===== config.mk =====
export PLATFORM = sky130hd
export DESIGN_NAME = segment7_mux
export DESIGN_NICKNAME = d
export VERILOG_FILES = /design/src/rtl/segment7_pkg.sv /design/src/rtl/segment7.sv /design/src/rtl/segment7_mux.sv
export SDC_FILE = /design/constraint.sdc
export NUM_CORES = 1
export LEC_CHECK = 0
export ABC_CLOCK_PERIOD_IN_PS = 2700
export CORE_MARGIN = 2
export CORE_UTILIZATION = 35
export DETAILED_ROUTE_END_ITERATION = 16
export PLACE_DENSITY = 0.57
export SYNTH_ARGS = -nofsm -noshare
export SYNTH_HDL_FRONTEND = slang
export SYNTH_SLANG_ARGS = --single-unit

===== constraint.sdc =====
create_clock -name clk -period 2.7 [get_ports clk]
set_input_delay 0.27 -clock clk [delete_from_list [all_inputs] [get_ports clk]]
set_output_delay 0.27 -clock clk [all_outputs]
set_load 0.02 [all_outputs]

===== src/rtl/segment7_pkg.sv =====
// Shared constants and hex decode for the 7-segment display blocks.
// Segment vectors are {g,f,e,d,c,b,a}, active-low.
package segment7_pkg;

   localparam logic [6:0] SEG_BLANK = 7'h7F;

   localparam logic [6:0] SEG_TABLE [16] = '{
      7'b1000000, 7'b1111001, 7'b0100100, 7'b0110000,
      7'b0011001, 7'b0010010, 7'b0000010, 7'b1111000,
      7'b0000000, 7'b0011000, 7'b0001000, 7'b0000011,
      7'b1000110, 7'b0100001, 7'b0000110, 7'b0001110
   };

   function automatic logic [6:0] hex_to_seg(input logic [3:0] nibble);
      return SEG_TABLE[nibble];
   endfunction

endpackage


===== src/rtl/segment7.sv =====
// Single-digit hex to active-low 7-segment decoder.
// Combinational; the owner registers the result.
module segment7
   import segment7_pkg::*;
(
   input  logic       i_enable,
   input  logic [3:0] i_hex,
   output logic [6:0] o_seg
);

   assign o_seg = i_enable ? hex_to_seg(i_hex) : SEG_BLANK;

endmodule


===== src/rtl/segment7_mux.sv =====
// Time-multiplexed driver for DIGITS common-anode 7-segment digits,
// with decimal points, leading-zero suppression and registered outputs.
module segment7_mux
   import segment7_pkg::*;
#(
   parameter int DIGITS      = 4,
   parameter int REFRESH_DIV = 50000
) (
   input  logic                  clk,
   input  logic                  rst,
   input  logic                  enable,
   input  logic [4*DIGITS-1:0]   data,
   input  logic [DIGITS-1:0]     dp,
   input  logic                  lz_en,
   output logic [6:0]            seg,
   output logic                  dot,
   output logic [DIGITS-1:0]     an
);

   localparam int IW = (DIGITS > 1) ? $clog2(DIGITS) : 1;
   localparam int CW = (REFRESH_DIV > 1) ? $clog2(REFRESH_DIV) : 1;

   logic [CW-1:0]     r_cnt;
   logic [IW-1:0]     r_idx;
   logic [3:0]        w_nib;
   logic              w_dp;
   logic              w_supp;
   logic [DIGITS-1:0] w_hi_zero;
   logic [DIGITS-1:0] w_an;
   logic [6:0]        w_seg;

   always_ff @(posedge clk) begin
      if (rst) begin
         r_cnt <= '0;
         r_idx <= '0;
      end else if (r_cnt == CW'(REFRESH_DIV - 1)) begin
         r_cnt <= '0;
         if (r_idx == IW'(DIGITS - 1))
            r_idx <= '0;
         else
            r_idx <= r_idx + IW'(1);
      end else begin
         r_cnt <= r_cnt + CW'(1);
      end
   end

   // w_hi_zero[i]: nibble i and every nibble above it are zero
   always_comb begin
      logic v_z;
      v_z       = 1'b1;
      w_hi_zero = '0;
      for (int i = DIGITS - 1; i >= 0; i--) begin
         v_z          = v_z & (data[4*i +: 4] == 4'h0);
         w_hi_zero[i] = v_z;
      end
   end

   always_comb begin
      w_nib  = 4'h0;
      w_dp   = 1'b0;
      w_supp = 1'b0;
      for (int i = 0; i < DIGITS; i++) begin
         if (r_idx == IW'(i)) begin
            w_nib  = data[4*i +: 4];
            w_dp   = dp[i];
            w_supp = lz_en && (i != 0) && w_hi_zero[i];
         end
      end
   end

   assign w_an = ~(DIGITS'(1) << r_idx);

   segment7 u_dec (
      .i_enable (1'b1),
      .i_hex    (w_nib),
      .o_seg    (w_seg)
   );

   always_ff @(posedge clk) begin
      if (rst || !enable) begin
         seg <= SEG_BLANK;
         dot <= 1'b1;
         an  <= '1;
      end else begin
         seg <= w_supp ? SEG_BLANK : w_seg;
         dot <= ~w_dp;
         an  <= w_an;
      end
   end

endmodule


==> qor.txt <==
===========================================================================
Synth cell count leaders ..................................... dfxtp_1 (30), nor2_1 (27), nand2_1 (19)
Multi-input gate area in the final layout ....................      931 um2
Final-layout worst hold slack ................................     0.464 ns
Max-cap violations ...........................................            0
Die Outline Area .............................................     5160 um2
GP Congestion ................................................        0.802
Maximum count of clock buffers along a single path ...........            2
Post-Syn Area per Cell .......................................     8.70 um2
Floorplan die height .........................................      71.8 um
Area share of the largest cell type after synthesis ..........        0.373
Vias post-DR .................................................         1326
Power Density ................................................   456 nW/um2
Fraction of registers with async set/reset ...................            0
Worst Path Class, Setup ...................................... flip-flop to flip-flop
Pleak ........................................................  0.000781 uW
Netlist area before placement ................................     1610 um2
Gr ovfl total ................................................            0
Number of buffers created by CTS .............................            5
Number of rows in the core area ..............................           24
Count of hold buffers inserted by post-cts repair ............            0
Clock root buffer master .....................................     clkbuf_8
Pin count of the biggest net entering global routing .........           16
Worst-Skew Late Latency ......................................      0.28 ns
Max transition margin ........................................        0.666
Status .......................................................    completed
Layout Nets ..................................................          260
Wire length of the first global-routing pass .................      5310 um
Cell types with the largest area share after synthesis ....... dfxtp_1 (37%), ha_1 (8.5%), nor2_1 (6.3%)
Maximum operating frequency ..................................    0.424 GHz
Post-detailed-placement half-perimeter wirelength ............      2340 um
TritonCTS clock tree .........................................          yes
Largest area contributor in the synthesized netlist ..........      dfxtp_1
Accumulated negative setup slack .............................         0 ns
Number of nets still failing antenna checks after routing ....            0
H-tree depth reported by CTS .................................            2
Top-count cell post-synth ....................................      dfxtp_1
Crit path arrival time .......................................      2.52 ns
Worst IR drop on VDD .........................................     0.183 mV
Overall fraction of global-route tracks in use ...............        0.130
Average vias per placed instance .............................         4.77
Post-Synthesis Cells .........................................          185
Wire length after detailed routing ...........................      3080 um
Count of state elements after synthesis ......................           30
Post-route DRC ...............................................            0
Core Area ....................................................     4380 um2
Number of clock sinks ........................................           30
Final antenna diode count ....................................            0
Tmin final ...................................................      2.36 ns
Kind of end point of the critical path .......................    flip-flop
Vias in the first global route ...............................         1271
Routed len/inst ..............................................      11.1 um
Final Cycle Share ............................................        0.874
FF+latch area ................................................      601 um2
Final count of pins violating max slew .......................            0
Total setup buffers inserted after CTS .......................            0
Setup repair after global routing missed its margin ..........        false
Post-Synthesis Net Count .....................................          220
Count of different cell masters after synthesis ..............           35
Number of failing setup endpoints in the final timing report .            0
Post-synth top flop ..........................................      dfxtp_1
# fillers ....................................................          426
Count of endpoints failing hold in the final timing report ...            0
Number of top-level pins .....................................           36
Sequential area share after synthesis ........................        0.373
Synth-to-layout area growth ..................................        30.5%
Kind of launch point of the worst setup path .................    flip-flop
Effective utilization at floorplan ...........................        0.367
Worst Max-Slew Pin Slew ......................................     0.501 ns
Number of synthesis warnings .................................            0
Clock-pin slew on the worst setup and hold paths .............      0.07 ns
Iteration-0 DRC count of the detailed router .................           42
Share of post-route cells with drive strength above 1 ........       0.0752
Antenna violations before repair .............................            0
Number of enable flip-flop cells after synthesis .............            0
Largest fanout of any net on the critical path ...............            5
First-pass DRT Iterations ....................................            4
CP Data Required Time ........................................      2.85 ns
Die width ....................................................      71.8 um
CTS resizes ..................................................            0
Clock tree skew after final layout ...........................   0.00617 ns
Port buffer count ............................................           35
Class of the tightest hold or removal check .................. flip-flop to flip-flop
===========================================================================
==> per-stage QoR <==
step,cell area (um2),power (uW),cells,setup slack (ns),utilization
global route,2100,1010,278,0.0835,0.479
floorplan,1610,534,185,0.349,-
finish,2100,959,278,0.339,0.479
global placement,2010,598,270,0.392,0.458
CTS,2100,974,278,0.335,0.479
detailed placement,2010,597,270,0.357,0.458
==> power by group <==
group / total [uW] / switching (uW) / internal (uW)
Clock: 374 / 169 / 204
Combinational: 126 / 55.7 / 70.2
Sequential: 459 / 5.04 / 454
Total: 959 / 230 / 729
==> cells by family after synthesis <==
family	Yosys count	synth area share
AO/OA/AOI/OAI	24	0.108
XOR/XNOR	14	0.0761
adder cells (fa/ha/maj)	11	0.0855
buffers and inverters	13	0.0489
multiplexers	5	0.0311
AND/OR/NAND/NOR	88	0.277
flip-flops	30	0.373
==> worst max-delay path, cell delays in order (launching register included) <==
cell and delay, ns:
dfxtp_1 0.39, inv_1 0.09, ha_1 0.27, nor2b_1 0.17, a221oi_1 0.34, o31ai_1 0.14, buf_4 0.17, ha_1 0.22
nor2b_1 0.14, o32ai_1 0.20, o21ai_0 0.10
==> final timing paths <==
kind / from / endpoint / slack, ns / cells past startpoint
max reg2reg: r_idx[0]$_SDFFE_PP0P_ / seg[3]$_SDFF_PP1_ / 0.34 / 10
min reg2reg: r_cnt[0]$_SDFF_PP0_ / r_cnt[0]$_SDFF_PP0_ / 0.46 / 1
max: r_idx[0]$_SDFFE_PP0P_ / seg[3]$_SDFF_PP1_ / 0.34 / 10
min: r_cnt[0]$_SDFF_PP0_ / r_cnt[0]$_SDFF_PP0_ / 0.46 / 1
==> placed cells by master, fill, tap and decap left out, types with 3 or more instances in the layout <==
cell             Yosys  routed
clkdlybuf4s50_1      0      35
a21oi_1              5       5
clkbuf_8             0       6
xnor2_1              6       6
buf_4                0       5
dfxtp_1             30      30
inv_1                6       6
ha_1                11      11
nor2_1              27      27
o211ai_1             3       3
o21ai_0              3       3
nand4_1              5       5
nand2_1             19      19
nand3_1              8       8
nor2b_1             13      13
o31ai_1              3       3
nor4_1               3       3
xor2_1               8       8
mux2i_1              5       5
==> state kept, by name (all words and copies together) (netlist names) <==
register  count
an            4
dot           1
r_cnt        16
r_idx         2
seg           7
==> area by class of cell <==
cell class | count | share of cell area
clock buffers | 6 | 0.0393
flip-flops and latches | 30 | 0.286
inverters | 6 | 0.0107
well taps | 52 | 0.0310
clock inverters | 2 | 0.00595
multi-input cells | 142 | 0.443
repair buffers | 40 | 0.185
==> routing by layer <==
layer	track usage	wire, um
met2	0.201	1310
met1	0.166	1540
met4	0.0566	77
met3	0.0408	148
met5	0	0
Note: power is estimated with default switching activity, not from simulation.
